File: config.mk
export PLATFORM = sky130hd
export DESIGN_NAME = clock_rst_seq
export DESIGN_NICKNAME = d
export VERILOG_FILES = /design/src/rtl/clock_sys_pkg.sv /design/src/rtl/sync_bits.sv /design/src/rtl/clock_rst_seq.sv
export SDC_FILE = /design/constraint.sdc
export NUM_CORES = 1
export LEC_CHECK = 0
export BUFFER_PORTS_ARGS = -buffer_cell sky130_fd_sc_hd__clkbuf_2
export CELL_PAD_IN_SITES_DETAIL_PLACEMENT = 1
export CELL_PAD_IN_SITES_GLOBAL_PLACEMENT = 1
export CORE_ASPECT_RATIO = 0.8
export CORE_MARGIN = 2
export CORE_UTILIZATION = 43
export CTS_CLUSTER_DIAMETER = 80
export DETAILED_ROUTE_END_ITERATION = 8
export GPL_ROUTABILITY_DRIVEN = 0
export MAX_ROUTING_LAYER = met4
export PLACE_DENSITY_LB_ADDON = 0.1
export SLEW_MARGIN = 0
export SYNTH_ARGS = -nofsm -noshare
export SYNTH_HDL_FRONTEND = slang
export SYNTH_SLANG_ARGS = --single-unit
File: constraint.sdc
create_clock -name clk_100m -period 2.4 [get_ports clk_100m]
set_clock_uncertainty 0.05 [all_clocks]
set_input_delay 0.48 -clock clk_100m [delete_from_list [all_inputs] [get_ports clk_100m]]
set_output_delay 0.48 -clock clk_100m [all_outputs]
set_load 0.02 [all_outputs]
File: src/rtl/clock_sys_pkg.sv
`default_nettype none
// ============================================================================
//  Module   : clock_sys_pkg
//  Purpose  : Shared types and helpers for the clock/reset sequencer.
//  Revision : 1.0 - initial release
// ============================================================================
package clock_sys_pkg;

  // Width of the retry counter output (saturates at all ones).
  localparam int RETRY_W = 8;

  // Sequencer states.
  typedef enum logic [2:0] {
    S_PLLRST    = 3'd0,
    S_WAIT_LOCK = 3'd1,
    S_RELEASE   = 3'd2,
    S_RUN       = 3'd3,
    S_FAULT     = 3'd4
  } state_t;

  // Bits needed for a counter that must hold values up to max_val.
  function automatic int cnt_w(input int max_val);
    return $clog2(max_val) + 1;
  endfunction

endpackage
`default_nettype wire

File: src/rtl/sync_bits.sv
`default_nettype none
// ============================================================================
//  Module   : sync_bits
//  Purpose  : Per-bit multi-flop synchroniser, asynchronous reset to zero.
//  Revision : 1.0 - initial release
// ============================================================================
module sync_bits #(
  parameter int WIDTH  = 1,
  parameter int STAGES = 2
) (
  input  logic             clk,
  input  logic             rst,
  input  logic [WIDTH-1:0] d,
  output logic [WIDTH-1:0] q
);

  // Index 0 is the first (metastable-capture) stage.
  logic [STAGES-1:0][WIDTH-1:0] r_stage;

  // Shift each input bit through STAGES flops.
  always_ff @(posedge clk or posedge rst) begin
    if (rst) begin
      r_stage <= '0;
    end else begin
      r_stage <= {r_stage[STAGES-2:0], d};
    end
  end

  assign q = r_stage[STAGES-1];

endmodule
`default_nettype wire

File: src/rtl/clock_rst_seq.sv
`default_nettype none
// ============================================================================
//  Module   : clock_rst_seq
//  Purpose  : Clock primitive reset / lock sequencer with staggered domain
//             reset release, timeout retry and fault latch.
//  Revision : 1.0 - initial release
// ============================================================================
module clock_rst_seq
  import clock_sys_pkg::*;
#(
  parameter int N_LOCK          = 2,
  parameter int SYNC_STAGES     = 2,
  parameter int LOCK_HOLD       = 16,
  parameter int N_RST           = 3,
  parameter int RST_GAP         = 8,
  parameter int MMCM_RST_CYCLES = 4,
  parameter int LOCK_TIMEOUT    = 65536,
  parameter int MAX_RETRY       = 8
) (
  input  logic               clk_100m,
  input  logic               rst,
  input  logic [N_LOCK-1:0]  locked_in,
  output logic               mmcm_rst,
  output logic [N_RST-1:0]   rst_out,
  output logic               all_locked,
  output logic [RETRY_W-1:0] retry_count,
  output logic               fault
);

  localparam int PW = cnt_w(MMCM_RST_CYCLES);
  localparam int HW = cnt_w(LOCK_HOLD);
  localparam int TW = cnt_w(LOCK_TIMEOUT);
  localparam int GW = cnt_w(RST_GAP);

  localparam logic [PW-1:0]    PLS_LAST = PW'(MMCM_RST_CYCLES - 1);
  localparam logic [HW-1:0]    HOLD_LAST = HW'(LOCK_HOLD - 1);
  localparam logic [TW-1:0]    TMO_LAST = TW'(LOCK_TIMEOUT - 1);
  localparam logic [GW-1:0]    GAP_LAST = GW'(RST_GAP - 1);
  localparam logic [N_RST-1:0] RST_ALL = {N_RST{1'b1}};

  logic [N_LOCK-1:0]  w_lk_sync;
  logic               r_lk_ok;

  state_t             r_state,  w_state;
  logic [PW-1:0]      r_pcnt,   w_pcnt;
  logic [HW-1:0]      r_hold,   w_hold;
  logic [TW-1:0]      r_tmo,    w_tmo;
  logic [GW-1:0]      r_gap,    w_gap;
  logic               r_mmcm,   w_mmcm;
  logic [N_RST-1:0]   r_rst,    w_rst;
  logic               r_all,    w_all;
  logic [RETRY_W-1:0] r_retry,  w_retry;
  logic               r_fault,  w_fault;

  logic               w_retry_hit;
  logic [RETRY_W-1:0] w_retry_inc;

  sync_bits #(
    .WIDTH  (N_LOCK),
    .STAGES (SYNC_STAGES)
  ) u_sync (
    .clk (clk_100m),
    .rst (rst),
    .d   (locked_in),
    .q   (w_lk_sync)
  );

  // Register the combined lock flag so a single flop feeds the FSM; this
  // adds one cycle to both lock-acquire and lock-loss reaction.
  always_ff @(posedge clk_100m or posedge rst) begin
    if (rst) r_lk_ok <= 1'b0;
    else     r_lk_ok <= &w_lk_sync;
  end

  // The next failure either exhausts the retry budget or bumps the counter.
  assign w_retry_hit = (MAX_RETRY != 0) && ((int'(r_retry) + 1) == MAX_RETRY);
  assign w_retry_inc = (r_retry == {RETRY_W{1'b1}}) ? r_retry : r_retry + RETRY_W'(1);

  // Next-state and next-output logic; all outputs are registered below.
  always_comb begin
    w_state = r_state;
    w_pcnt  = r_pcnt;
    w_hold  = r_hold;
    w_tmo   = r_tmo;
    w_gap   = r_gap;
    w_mmcm  = r_mmcm;
    w_rst   = r_rst;
    w_all   = r_all;
    w_retry = r_retry;
    w_fault = r_fault;

    case (r_state)
      S_PLLRST: begin
        w_rst  = RST_ALL;
        w_all  = 1'b0;
        w_hold = '0;
        w_tmo  = '0;
        if (r_pcnt == PLS_LAST) begin
          w_state = S_WAIT_LOCK;
          w_mmcm  = 1'b0;
          w_pcnt  = '0;
        end else begin
          w_mmcm  = 1'b1;
          w_pcnt  = r_pcnt + PW'(1);
        end
      end

      S_WAIT_LOCK: begin
        w_mmcm = 1'b0;
        // Completing the hold takes priority over a coincident timeout.
        if (r_lk_ok && (r_hold == HOLD_LAST)) begin
          w_state = S_RELEASE;
          w_rst   = RST_ALL << 1;
          w_gap   = '0;
          w_hold  = '0;
          w_tmo   = '0;
        end else if (r_tmo == TMO_LAST) begin
          w_hold = '0;
          w_tmo  = '0;
          if (w_retry_hit) begin
            w_state = S_FAULT;
            w_fault = 1'b1;
          end else begin
            w_state = S_PLLRST;
            w_retry = w_retry_inc;
            w_mmcm  = 1'b1;
            w_pcnt  = '0;
          end
        end else begin
          w_tmo  = r_tmo + TW'(1);
          w_hold = r_lk_ok ? r_hold + HW'(1) : '0;
        end
      end

      S_RELEASE, S_RUN: begin
        if (!r_lk_ok) begin
          // Lock loss overrides any pending stagger step.
          w_rst = RST_ALL;
          w_all = 1'b0;
          w_gap = '0;
          if (w_retry_hit) begin
            w_state = S_FAULT;
            w_fault = 1'b1;
            w_mmcm  = 1'b0;
          end else begin
            w_state = S_PLLRST;
            w_retry = w_retry_inc;
            w_mmcm  = 1'b1;
            w_pcnt  = '0;
          end
        end else if (r_state == S_RELEASE) begin
          if (r_gap == GAP_LAST) begin
            w_gap = '0;
            if (r_rst == '0) begin
              w_state = S_RUN;
              w_all   = 1'b1;
            end else begin
              w_rst = r_rst << 1;
            end
          end else begin
            w_gap = r_gap + GW'(1);
          end
        end
      end

      S_FAULT: begin
        w_mmcm  = 1'b0;
        w_rst   = RST_ALL;
        w_all   = 1'b0;
        w_fault = 1'b1;
      end

      default: begin
        w_state = S_PLLRST;
        w_mmcm  = 1'b1;
        w_rst   = RST_ALL;
        w_all   = 1'b0;
        w_pcnt  = '0;
      end
    endcase
  end

  // State, counters and registered outputs.
  always_ff @(posedge clk_100m or posedge rst) begin
    if (rst) begin
      r_state <= S_PLLRST;
      r_pcnt  <= '0;
      r_hold  <= '0;
      r_tmo   <= '0;
      r_gap   <= '0;
      r_mmcm  <= 1'b1;
      r_rst   <= RST_ALL;
      r_all   <= 1'b0;
      r_retry <= '0;
      r_fault <= 1'b0;
    end else begin
      r_state <= w_state;
      r_pcnt  <= w_pcnt;
      r_hold  <= w_hold;
      r_tmo   <= w_tmo;
      r_gap   <= w_gap;
      r_mmcm  <= w_mmcm;
      r_rst   <= w_rst;
      r_all   <= w_all;
      r_retry <= w_retry;
      r_fault <= w_fault;
    end
  end

  assign mmcm_rst    = r_mmcm;
  assign rst_out     = r_rst;
  assign all_locked  = r_all;
  assign retry_count = r_retry;
  assign fault       = r_fault;

endmodule
`default_nettype wire

==> insert_results.sql, run 1 <==
INSERT INTO impl_metrics (metric_group, metric, value, unit) VALUES
('power_and_ir_drop', 'netSwitchingFraction', '23.39', '%'),
('routing', 'num_vias', '2130', ''),
('timing', 'fin_ws', '29.69', 'ps'),
('critical_path', 'crit_path_category', 'flip-flop to flip-flop', ''),
('timing', 'tightest_slew', '649.0', 'ps'),
('power_and_ir_drop', 'power.switching', '0.3902', 'mW'),
('timing', 'fin_crit', '2370', 'ps'),
('routing', 'drt_first_pass_iters', '4', ''),
('yosys', 'synth_enable_flop_cells', '0', ''),
('die', 'placement_rows', '25', ''),
('placed_design', 'preCtsSetupSlack', '-42.84', 'ps'),
('grt', 'wire_length_of_the_first_global_routing_pass', '10.43', 'mm'),
('die', 'initial_utilization', '44.95', '%'),
('clocking', 'cts-root-buf', 'sky130_fd_sc_hd__clkbuf_8', ''),
('yosys', 'postSynthNetCount', '274', ''),
('clocking', 'tritoncts.num_buffers', '5', ''),
('grt', 'gr-total-overflow', '0', ''),
('finish', 'drive_gt1_share', '22.48', '%'),
('critical_path', 'worstPathArrival', '2510', 'ps'),
('power_and_ir_drop', 'cellLeakagePower', '1.361', 'nW'),
('status', 'outcome', 'complete, no violations', ''),
('routing', 'sum_of_routed_wire_length_over_all_layers', '6.224', 'mm'),
('clocking', 'clock_tree.buffer_depth', '2', ''),
('yosys', 'netlist-cell-type-count', '61', ''),
('clocking', 'clock_latency', '300', 'ps'),
('power_and_ir_drop', 'pwr_density_cell', '541.6', 'nW/um2'),
('yosys', 'synth_top_flop_cell', 'sky130_fd_sc_hd__dfrtp_1', ''),
('clocking', 'tritoncts', 'built', ''),
('timing', 'grt_setup_unrepaired', 'yes', ''),
('yosys', 'syn_avg_cell_area', '10.12', 'um2'),
('yosys', 'post_synth_inst_count', '264', ''),
('placed_design', 'dp_hpwl', '4.444', 'mm'),
('die', 'design.portCount', '18', ''),
('power_and_ir_drop', 'ir_drop', '0.0003498', 'V'),
('routing', 'wl_per_instance', '16.42', 'um'),
('die', 'die-width', '92.12', 'um'),
('power_and_ir_drop', 'clkPwrFrac', '35.2', '%'),
('critical_path', 'cp_max_fo', '4', ''),
('timing', 'finalSetupViolations', '0', ''),
('worst_hold_path', 'holdCritPathClass', 'input pin to flip-flop', ''),
('run', 'drv_cap', '0', ''),
('grt', 'vias_in_the_first_global_route', '2084', ''),
('yosys', 'fraction_of_registers_with_async_set_or_reset_after_synthesis', '100.0', '%'),
('timing', 'final-max-slew-violation-count', '0', ''),
('critical_path', 'critical_path.endpoint_type', 'flip-flop', ''),
('critical_path', 'cpMaxStageDelayCell', 'sky130_fd_sc_hd__dfrtp_1', ''),
('yosys', 'seq_area_frac_synth', '47.96', '%'),
('finish', 'design.final.nets', '307', ''),
('timing', 'final.period_utilization', '98.76', '%'),
('die', 'dieHeight', '74.50', 'um'),
('clocking', 'cts.sinks', '51', ''),
('finish', 'antenna-diode-count', '0', ''),
('timing', 'max_freq', '0.4219', 'GHz'),
('timing', 'timing.slew.headroom', '56.73', '%'),
('power_and_ir_drop', 'pwr-share-seq', '55.6', '%'),
('routing', 'drc', '0', ''),
('clocking', 'post_cts_hold_buffer_count', '0', ''),
('critical_path', 'timing.critical_path.slowest_cell_delay', '410', 'ps'),
('timing', 'hold_viol', '0', ''),
('clocking', 'h-tree-depth', '2', ''),
('clocking', 'clock_slew_at_reported_path_ffs', '90', 'ps'),
('yosys', 'ys_ff_latch', '51', ''),
('critical_path', 'worstSetupStartpointType', 'flip-flop', ''),
('placed_design', 'io_buffer_count', '17', ''),
('grt', 'initial_antenna_violation_count', '0', ''),
('grt', 'grt_use_total', '20.12', '%'),
('routing', 'detail_route.iter0.violations', '79', ''),
('routing', 'avgViaCountPerCell', '5.620', ''),
('yosys', 'mappedNetlistArea', '2671', 'um2'),
('power_and_ir_drop', 'power.share.combinational', '9.2', '%'),
('finish', 'area_growth', '15.32', '%'),
('power_and_ir_drop', 'final_total_pwr', '1.668', 'mW'),
('routing', 'antenna_left', '0', ''),
('critical_path', 'worstPathRequired', '2540', 'ps'),
('critical_path', 'cp_cell_sequence', 'ha_2, and3_4, ha_4, o21ai_2, or3b_4, a41oi_4, buf_6, nand4_1, xnor2_1', ''),
('die', 'die_area', '6862', 'um2'),
('power_and_ir_drop', 'p_int', '1.278', 'mW'),
('yosys', 'yosysWarnings', '0', ''),
('die', 'design.core.area', '5943', 'um2'),
('grt', 'maximum_number_of_pins_on_one_net_before_global_route_repair', '52', '');
cell type report:
| type | instances | area, um2 |
|---|---|---|
| Inverter | 12 | 45.04 |
| Clock buffer | 7 | 76.32 |
| Multi-Input combinational cell | 191 | 1315 |
| Clock inverter | 1 | 30.03 |
| Sequential cell | 51 | 1281 |
| Timing Repair Buffer | 36 | 231.5 |
| Fill cell | 676 | 2863 |
| Tap cell | 81 | 101.3 |
final timing paths:
kind	end	start	slack (ps)	cells past startpoint
max	retry_count[4]	r_hold[0]	30	9
min	u_sync.r_stage[1]	locked_in[1]	220	1
max reg2reg	retry_count[4]	r_hold[0]	30	9
min reg2reg	u_sync.q[1]	u_sync.r_stage[1]	310	0
max in group asynchronous	r_state[0]	rst	1600	3
min in group asynchronous	r_hold[3]	rst	280	3
critical path: cells and delay by family (launching register included):
kind,cells,cell delay (ps)
flip-flops,1,410
AO/OA/AOI/OAI,2,400
buffers and inverters,1,150
AND/OR/NAND/NOR,3,720
adder cells (fa/ha/maj),2,360
XOR/XNOR,1,160
flip-flops by register name, indices dropped and copies added, names as in the netlist:
| name | cells |
|---|---|
| retry_count | 8 |
| all_locked | 1 |
| r_hold | 5 |
| r_tmo | 17 |
| u_sync.q | 2 |
| r_pcnt | 3 |
| u_sync.r_stage | 2 |
| mmcm_rst | 1 |
| r_state | 3 |
| rst_out | 3 |
| fault | 1 |
| r_gap | 4 |
| r_lk_ok | 1 |
through the flow:
step | hold WS, ps | setup TNS [ps] | utilization, % | area [um2] | std cells
finish | 225.0 | 0 | 51.83 | 3080 | 379
global route | 205.6 | -293.8 | 51.83 | 3080 | 379
CTS | 213.5 | 0 | 51.28 | 3048 | 377
detailed placement | 292.8 | -70.67 | 49.14 | 2920 | 367
global placement | 285.8 | 0 | 49.14 | 2920 | 367
floorplan | 281.2 | 0 | - | 2671 | 264
Yosys cell counts (2+ instances only):
master | count | area, um2
sky130_fd_sc_hd__o21ai_1 | 2 | 10.01
sky130_fd_sc_hd__a21o_1 | 6 | 45.04
sky130_fd_sc_hd__xor2_1 | 3 | 26.28
sky130_fd_sc_hd__o21a_1 | 3 | 22.52
sky130_fd_sc_hd__o21ai_0 | 23 | 115.1
sky130_fd_sc_hd__nand4_1 | 6 | 37.54
sky130_fd_sc_hd__buf_2 | 4 | 20.02
sky130_fd_sc_hd__a32o_1 | 2 | 20.02
sky130_fd_sc_hd__dfstp_2 | 4 | 105.1
sky130_fd_sc_hd__a21oi_1 | 10 | 50.05
sky130_fd_sc_hd__a22o_1 | 4 | 35.03
sky130_fd_sc_hd__inv_1 | 12 | 45.04
sky130_fd_sc_hd__nand3_1 | 11 | 55.05
sky130_fd_sc_hd__nor2_1 | 13 | 48.80
sky130_fd_sc_hd__xnor2_1 | 9 | 78.83
sky130_fd_sc_hd__a21boi_0 | 2 | 15.01
sky130_fd_sc_hd__nand3b_1 | 4 | 30.03
sky130_fd_sc_hd__and2_1 | 2 | 12.51
sky130_fd_sc_hd__nor3_1 | 13 | 65.06
sky130_fd_sc_hd__ha_1 | 6 | 75.07
sky130_fd_sc_hd__clkbuf_1 | 5 | 18.77
sky130_fd_sc_hd__or3_1 | 2 | 12.51
sky130_fd_sc_hd__and3_1 | 6 | 37.54
sky130_fd_sc_hd__a31oi_1 | 2 | 12.51
sky130_fd_sc_hd__nand2_1 | 27 | 101.4
sky130_fd_sc_hd__o31ai_1 | 2 | 15.01
sky130_fd_sc_hd__dfrtp_1 | 47 | 1176
metal layers:
metal	GRT usage [%]	vias up	share of wire (%)
met5	-	-	0
met1	28.32	1093	52
met3	4.255	2	2.0
met4	3.483	0	0.19
met2	30.72	13	46
li1	-	1022	-
power groups by stage:
| stage | Sequential [mW] | Clock (mW) | Combinational, mW |
|---|---|---|---|
| floorplan | 0.934 | 0 | 0.125 |
| global placement | 0.942 | 0 | 0.150 |
| detailed placement | 0.944 | 0 | 0.153 |
| CTS | 0.927 | 0.614 | 0.156 |
| global route | 0.938 | 0.643 | 0.179 |
| finish | 0.928 | 0.587 | 0.153 |
cells in the final DEF (no fill, tap or decap), drive strengths merged, types with 3 or more instances in the layout:
master	count
nor2	13
a21oi	11
nand3	13
xnor2	9
nand4	6
nand3b	4
o21a	3
inv	12
clkbuf	24
xor2	3
and3	6
ha	6
nand2	27
dfrtp	47
a21o	7
o21ai	26
dfstp	4
buf	19
nor3	13
a22o	4
repair_timing:
| item | 4_1_cts | 5_1_grt |
|---|---|---|
| gates cloned | 0 | 0 |
| pin swaps | 1 | 2 |
| setup endpoints to repair | 5 | 6 |
| gates resized for setup | 2 | 3 |
| setup buffers | 2 | 2 |
logic make-up (layout without fill, tap and decap cells):
logic type | Yosys count | after routing | synth area share [%]
and+or+nand+nor | 100 | 100 | 21.13
AOI/OAI and AO/OA | 70 | 70 | 19.25
DFF | 51 | 51 | 47.96
buffers and inverters | 22 | 56 | 3.560
xor gates and xnor gates | 12 | 12 | 3.935
adders and majority gates | 6 | 6 | 2.810
muxes | 3 | 3 | 1.358
No activity file was read; power rests on OpenSTA's default activity.
==> run 2: changes to the inputs <==
CORE_ASPECT_RATIO = unset   (was 0.8)
==> run 2 against run 1 <==
  * Critical path type unchanged
  * Worst hold slack worse by 81 ps
  * Die area about the same
  * Clock power grew 4.6%
  * Flip-flop and latch count did not move
  * Worst setup slack improved by 40 ps
==> insert_results.sql, run 2 (synthesized netlist as in run 1, its figures left out) <==
INSERT INTO impl_metrics (metric_group, metric, value, unit) VALUES
('power_and_ir_drop', 'cellLeakagePower', '1.376', 'nW'),
('routing', 'drc', '0', ''),
('routing', 'wl_per_instance', '16.11', 'um'),
('clocking', 'clock_tree.buffer_depth', '2', ''),
('timing', 'timing.slew.headroom', '60.57', '%'),
('critical_path', 'critical_path.endpoint_type', 'flip-flop', ''),
('clocking', 'clock_latency', '300', 'ps'),
('power_and_ir_drop', 'pwr_density_cell', '548.7', 'nW/um2'),
('timing', 'hold_viol', '0', ''),
('routing', 'avgViaCountPerCell', '5.682', ''),
('timing', 'max_freq', '0.4291', 'GHz'),
('critical_path', 'crit_path_category', 'flip-flop to flip-flop', ''),
('grt', 'maximum_number_of_pins_on_one_net_before_global_route_repair', '29', ''),
('finish', 'stdcell_count', '374', ''),
('critical_path', 'cp_max_fo', '5', ''),
('timing', 'final-max-slew-violation-count', '0', ''),
('die', 'design.core.area', '5956', 'um2'),
('finish', 'fillers', '669', ''),
('routing', 'num_vias', '2125', ''),
('die', 'design.portCount', '18', ''),
('routing', 'sum_of_routed_wire_length_over_all_layers', '6.027', 'mm'),
('finish', 'most_common_cell_after_layout_fill_and_taps_aside', 'sky130_fd_sc_hd__dfrtp_1', ''),
('run', 'drv_cap', '0', ''),
('critical_path', 'worstPathRequired', '2530', 'ps'),
('timing', 'timing.setup.tns', '0', 'ps'),
('routing', 'detail_route.iter0.violations', '67', ''),
('clocking', 'tritoncts', 'built', ''),
('timing', 'grt_setup_unrepaired', 'yes', ''),
('die', 'die_area', '6859', 'um2'),
('placed_design', 'preCtsSetupSlack', '-36.95', 'ps'),
('placed_design', 'dp_hpwl', '4.411', 'mm'),
('timing', 'final.period_utilization', '97.10', '%'),
('timing', 'tightest_slew', '586.9', 'ps'),
('clocking', 'cts.sinks', '51', ''),
('clocking', 'clock_slew_at_reported_path_ffs', '100', 'ps'),
('status', 'outcome', 'complete, no violations', ''),
('finish', 'multi_input_area', '1315', 'um2'),
('grt', 'grt_use_total', '19.19', '%'),
('timing', 'finalSetupViolations', '0', ''),
('die', 'dieHeight', '82.82', 'um'),
('timing', 'fin_hold_ws', '144.3', 'ps'),
('finish', 'area_growth', '16.16', '%'),
('grt', 'initial_antenna_violation_count', '0', ''),
('finish', 'registers.top_by_ff_count', 'r_tmo', ''),
('timing', 'fin_ws', '69.71', 'ps'),
('clocking', 'tritoncts.num_buffers', '5', ''),
('die', 'placement_rows', '28', ''),
('finish', 'antenna-diode-count', '0', ''),
('timing', 'fin_crit', '2330', 'ps'),
('finish', 'design.final.nets', '308', ''),
('finish', 'largest_register_ff_count', '17', ''),
('power_and_ir_drop', 'ir_drop', '0.0004871', 'V'),
('clocking', 'cts-root-buf', 'sky130_fd_sc_hd__clkbuf_8', ''),
('finish', 'ff_latch_area', '1281', 'um2'),
('finish', 'layout.cells.most_common_list', '47 x sky130_fd_sc_hd__dfrtp_1, 27 x sky130_fd_sc_hd__nand2_1, 23 x sky130_fd_sc_hd__o21ai_0, 18 x sky130_fd_sc_hd__buf_4, 17 x sky130_fd_sc_hd__clkbuf_2', ''),
('grt', 'gr-total-overflow', '0', ''),
('clocking', 'post_cts_hold_buffer_count', '0', ''),
('routing', 'antenna_left', '0', ''),
('placed_design', 'io_buffer_count', '17', ''),
('routing', 'drt_first_pass_iters', '4', ''),
('clocking', 'h-tree-depth', '2', ''),
('die', 'die-width', '82.82', 'um'),
('grt', 'vias_in_the_first_global_route', '2195', ''),
('critical_path', 'worstPathArrival', '2460', 'ps'),
('worst_hold_path', 'holdCritPathClass', 'input pin to asynchronous set/reset pin', ''),
('finish', 'drive_gt1_share', '23.41', '%'),
('die', 'initial_utilization', '44.85', '%'),
('grt', 'wire_length_of_the_first_global_routing_pass', '10.59', 'mm'),
('critical_path', 'worstSetupStartpointType', 'flip-flop', ''),
('placed_design', 'dpl.cell_count', '362', '');
-- run 2: cell count changes in the layout (fill, tap and decap cells not counted) --
cell and change:
sky130_fd_sc_hd__inv_6 +1, sky130_fd_sc_hd__clkinv_4 +1, sky130_fd_sc_hd__buf_12 +1, sky130_fd_sc_hd__clkbuf_1 -2
-- run 2: final timing paths --
kind | start | to | slack [ps] | depth (start not counted)
worst max-delay path | r_hold[0] | retry_count[5] | 70 | 9
worst min-delay path | rst | r_hold[2] | 140 | 2
worst max register to register | r_hold[0] | retry_count[5] | 70 | 9
worst min register to register | u_sync.r_stage[0] | u_sync.q[0] | 320 | 0
max in group asynchronous | rst | r_tmo[14] | 1630 | 3
min in group clk_100m | locked_in[0] | u_sync.r_stage[0] | 220 | 1
-- run 2: what timing repair did --
action                                  in CTS  in global routing
pin swaps                                    1                  3
endpoints found under the setup margin       5                  7
gates resized for setup                      2                  3
setup buffers                                3                  1
-- run 2: area by class of cell --
cell class	instances	share of cell area [%]
Timing Repair Buffer	37	8.105
Tap cell	75	3.024
Sequential cell	51	41.29
Inverter	12	1.452
Clock buffer	5	2.218
Multi-Input combinational cell	191	42.38
Clock inverter	3	1.532
-- run 2: where the power goes --
group	switching, mW	leakage (nW)	internal [mW]	total [mW]
registers	0.0347	0.662	0.893	0.928
clock network	0.297	0.0587	0.316	0.614
logic	0.0868	0.655	0.0740	0.161
total	0.419	1.38	1.28	1.70
-- run 2: critical path, stage by stage (launching register included) --
cell and delay, ps:
sky130_fd_sc_hd__dfrtp_1 400, sky130_fd_sc_hd__ha_2 190, sky130_fd_sc_hd__and3_4 180, sky130_fd_sc_hd__ha_4 160
sky130_fd_sc_hd__o21ai_2 140, sky130_fd_sc_hd__or3b_4 420, sky130_fd_sc_hd__a41oi_4 250, sky130_fd_sc_hd__buf_6 150
sky130_fd_sc_hd__nand4_1 100, sky130_fd_sc_hd__xnor2_1 180
-- run 2: per-layer routing --
| layer | vias to the layer above | GRT usage [%] | routed length (um) |
|---|---|---|---|
| li1 | 1030 | - | - |
| met1 | 1074 | 24.89 | 2838 |
| met2 | 19 | 31.74 | 3027 |
| met3 | 2 | 3.976 | 133 |
| met4 | 0 | 3.279 | 27 |
| met5 | - | - | 0 |
-- run 2: through the flow --
stage / power [mW] / instance area (um2) / utilization (%)
floorplan: 1.059 / 2671 / -
global placement: 1.097 / 2933 / 49.24
detailed placement: 1.110 / 2933 / 49.24
CTS: 1.733 / 3078 / 51.68
global route: 1.808 / 3103 / 52.10
finish: 1.703 / 3103 / 52.10
==> run 3: changes to the inputs <==
ABC_AREA = 1   (was unset)
CORE_UTILIZATION = 41   (was 43)
==> run 3 against run 2 <==
  * Core utilization fell by 5.1 points
  * Register-to-register slack improved by 270 ps
  * Power fell by 6.0%
  * Worst setup slack improved by 270 ps
  * Critical path type unchanged
  * First-iteration DRC count rose by 33%
  * Sequential share of layout area rose by 0.88 points
  * Via count rose by 11%
  * Largest power group unchanged
  * Synthesized cell count rose by 33%
  * Clock-buffer cell count did not move
==> insert_results.sql, run 3 <==
INSERT INTO impl_metrics (metric_group, metric, value, unit) VALUES
('power_and_ir_drop', 'pwr_density_cell', '526.8', 'nW/um2'),
('power_and_ir_drop', 'cellLeakagePower', '1.553', 'nW'),
('yosys', 'synth_top_flop_cell', 'sky130_fd_sc_hd__dfrtp_1', ''),
('finish', 'layout.cells.most_common_list', '95 x sky130_fd_sc_hd__nand2_1, 47 x sky130_fd_sc_hd__dfrtp_1, 33 x sky130_fd_sc_hd__nor2_1, 33 x sky130_fd_sc_hd__inv_1, 20 x sky130_fd_sc_hd__nand3_1', ''),
('timing', 'max_freq', '0.4847', 'GHz'),
('critical_path', 'worst-path-buf-inv', '1', ''),
('critical_path', 'cpMaxStageDelayCell', 'sky130_fd_sc_hd__dfrtp_1', ''),
('clocking', 'cts-root-buf', 'sky130_fd_sc_hd__clkbuf_8', ''),
('yosys', 'yosys.cell_count.top_type', 'sky130_fd_sc_hd__nand2_1', ''),
('critical_path', 'worstPathArrival', '2220', 'ps'),
('finish', 'antenna-diode-count', '0', ''),
('grt', 'gr-total-overflow', '0', ''),
('clocking', 'post_cts_hold_buffer_count', '0', ''),
('die', 'die_area', '7433', 'um2'),
('timing', 'grt_setup_unrepaired', 'no', ''),
('placed_design', 'dp_hpwl', '4.790', 'mm'),
('worst_hold_path', 'holdCritPathClass', 'input pin to asynchronous set/reset pin', ''),
('timing', 'timing.slew.headroom', '78.90', '%'),
('die', 'design.portCount', '18', ''),
('finish', 'stdcell_count', '449', ''),
('yosys', 'fraction_of_registers_with_async_set_or_reset_after_synthesis', '100.0', '%'),
('placed_design', 'io_buffer_count', '17', ''),
('status', 'outcome', 'complete, no violations', ''),
('run', 'drv_cap', '0', ''),
('placed_design', 'dpl.cell_count', '441', ''),
('critical_path', 'cp_max_fo', '9', ''),
('yosys', 'syn_avg_cell_area', '7.918', 'um2'),
('routing', 'detail_route.iter0.violations', '89', ''),
('critical_path', 'timing.critical_path.slowest_cell_delay', '430', 'ps'),
('finish', 'design.final.nets', '381', ''),
('die', 'design.core.area', '6459', 'um2'),
('yosys', 'synth.top_cell.area_share', '42.44', '%'),
('yosys', 'seq_area_frac_synth', '46.23', '%'),
('routing', 'avgViaCountPerCell', '5.236', ''),
('routing', 'drc', '0', ''),
('timing', 'fin_crit', '2063', 'ps'),
('grt', 'wire_length_of_the_first_global_routing_pass', '11.30', 'mm'),
('yosys', 'yosysWarnings', '0', ''),
('die', 'initial_utilization', '42.91', '%'),
('routing', 'sum_of_routed_wire_length_over_all_layers', '6.320', 'mm'),
('finish', 'largest_register_ff_count', '17', ''),
('clocking', 'clock_slew_at_reported_path_ffs', '110', 'ps'),
('critical_path', 'category_of_cells_accounting_for_the_largest_share_of_critical_path_delay', 'simple AND/OR/NAND/NOR gates', ''),
('yosys', 'mappedNetlistArea', '2771', 'um2'),
('grt', 'grt_use_total', '19.40', '%'),
('power_and_ir_drop', 'ir_drop', '0.0003419', 'V'),
('clocking', 'postCtsResizedCells', '0', ''),
('finish', 'ff_latch_area', '1281', 'um2'),
('grt', 'initial_antenna_violation_count', '0', ''),
('placed_design', 'postPlaceCellArea', '2935', 'um2'),
('yosys', 'post_synth_inst_count', '350', ''),
('critical_path', 'worstSetupStartpointType', 'flip-flop', ''),
('critical_path', 'timing.critical_path.mode_cell', 'sky130_fd_sc_hd__nand2_1', ''),
('routing', 'wl_per_instance', '14.08', 'um'),
('die', 'dieHeight', '86.22', 'um'),
('yosys', 'synth_top_cells_by_count', '95 x sky130_fd_sc_hd__nand2_1, 47 x sky130_fd_sc_hd__dfrtp_1, 34 x sky130_fd_sc_hd__inv_1, 33 x sky130_fd_sc_hd__nor2_1, 20 x sky130_fd_sc_hd__nand3_1', ''),
('clocking', 'cts.sinks', '51', ''),
('clocking', 'tritoncts.num_buffers', '5', ''),
('timing', 'final.period_utilization', '85.96', '%'),
('yosys', 'synth_top_cell_by_area', 'sky130_fd_sc_hd__dfrtp_1', ''),
('timing', 'timing.setup.tns', '0', 'ps'),
('finish', 'most_common_cell_after_layout_fill_and_taps_aside', 'sky130_fd_sc_hd__nand2_1', ''),
('critical_path', 'worstPathRequired', '2560', 'ps'),
('timing', 'tightest_slew', '314.3', 'ps'),
('clocking', 'clock_latency', '320', 'ps'),
('yosys', 'postSynthNetCount', '360', ''),
('finish', 'registers.top_by_ff_count', 'r_tmo', ''),
('clocking', 'tritoncts', 'built', ''),
('die', 'die-width', '86.22', 'um'),
('yosys', 'synth_enable_flop_cells', '0', ''),
('critical_path', 'critical_path.endpoint_type', 'flip-flop', ''),
('finish', 'finalInstanceArea', '3038', 'um2'),
('finish', 'multi_input_area', '1280', 'um2'),
('timing', 'hold_viol', '0', ''),
('finish', 'area_growth', '9.616', '%'),
('yosys', 'ys_ff_latch', '51', ''),
('critical_path', 'cp_cell_sequence', 'ha_1, nand2_1, nor2_1, ha_1, nand2_1, nor2_2, nor2_2, inv_2, nor2_4, nand3_2, nand2_1, nand2_1', ''),
('timing', 'finalSetupViolations', '0', ''),
('routing', 'antenna_left', '0', ''),
('routing', 'num_vias', '2351', ''),
('grt', 'maximum_number_of_pins_on_one_net_before_global_route_repair', '52', ''),
('critical_path', 'crit_path_category', 'flip-flop to flip-flop', ''),
('grt', 'vias_in_the_first_global_route', '2448', ''),
('die', 'placement_rows', '29', ''),
('yosys', 'netlist_top_cells_area', 'sky130_fd_sc_hd__dfrtp_1 42%, sky130_fd_sc_hd__nand2_1 13%, sky130_fd_sc_hd__inv_1 4.6%, sky130_fd_sc_hd__nor2_1 4.5%, sky130_fd_sc_hd__dfstp_2 3.8%', ''),
('routing', 'drt_first_pass_iters', '4', ''),
('yosys', 'netlist-cell-type-count', '30', ''),
('timing', 'fin_hold_ws', '132.2', 'ps'),
('clocking', 'h-tree-depth', '2', ''),
('finish', 'fillers', '820', ''),
('finish', 'drive_gt1_share', '17.47', '%'),
('clocking', 'clock_tree.buffer_depth', '2', ''),
('clocking', 'post_cts_setup_bufs', '0', ''),
('timing', 'final-max-slew-violation-count', '0', '');
run 3: cell count changes after synthesis, sizes merged, moves of 6 or more:
cell / previous run / this run
nand2: 27 / 102
inv: 12 / 44
nor2: 13 / 43
nand3: 13 / 25
o21ai: 26 / 17
nand4: 6 / 14
a21o: 7 / 0
xnor2: 9 / 3
run 3: worst min-delay path, cell delays in order:
cell	delay (ps)
sky130_fd_sc_hd__clkbuf_2	90
sky130_fd_sc_hd__inv_2	60
sky130_fd_sc_hd__buf_12	270
run 3: layout make-up:
| class | instances | share of cell area (%) |
|---|---|---|
| timing repair buffer | 19 | 3.707 |
| sequential | 51 | 42.17 |
| tap | 77 | 3.171 |
| clock inverter | 3 | 1.112 |
| clock buffer | 5 | 2.265 |
| inverter | 44 | 5.437 |
| multi-input combinational | 250 | 42.13 |
run 3: cell families (layout without fill, tap and decap cells):
family                   count (synthesis)  after routing  synth area share [%]
AND/OR/NAND/NOR                        194            194                 32.37
flip-flops                              51             51                 46.23
buffers and inverters                   49             71                 7.585
AO/OA/AOI/OAI                           40             40                 7.947
XOR/XNOR                                10             10                 3.160
adder cells (fa/ha/maj)                  6              6                 2.709
run 3: path summary, 6_finish.rpt:
path / from / endpoint / slack (ps) / cells past startpoint
setup / recovery: r_hold[0] / retry_count[5] / 340 / 12
hold / removal: rst / retry_count[1] / 130 / 3
setup reg to reg: r_hold[0] / retry_count[5] / 340 / 12
hold reg to reg: u_sync.r_stage[1] / u_sync.q[1] / 320 / 0
max in group asynchronous: rst / rst_out[0] / 1880 / 3
min in group clk_100m: locked_in[1] / u_sync.r_stage[1] / 210 / 1
run 3: layer usage:
layer	wire (um)	GRT usage, %
met4	65	4.688
met5	0	-
met2	2939	31.71
met3	150	3.143
met1	3164	25.49
run 3: power by group:
group	switching, mW	internal (mW)
Clock	0.333	0.222
Combinational	0.0886	0.0515
Sequential	0.0204	0.884
Total	0.442	1.16
run 3: stage by stage:
stage               worst slack, ps  util (%)  power [mW]
floorplan                     597.7         -       1.021
global placement              443.7     45.45       1.058
detailed placement            360.2     45.45       1.065
CTS                           338.8     47.04       1.618
global route                  156.8     47.04       1.674
finish                        336.9     47.04       1.600
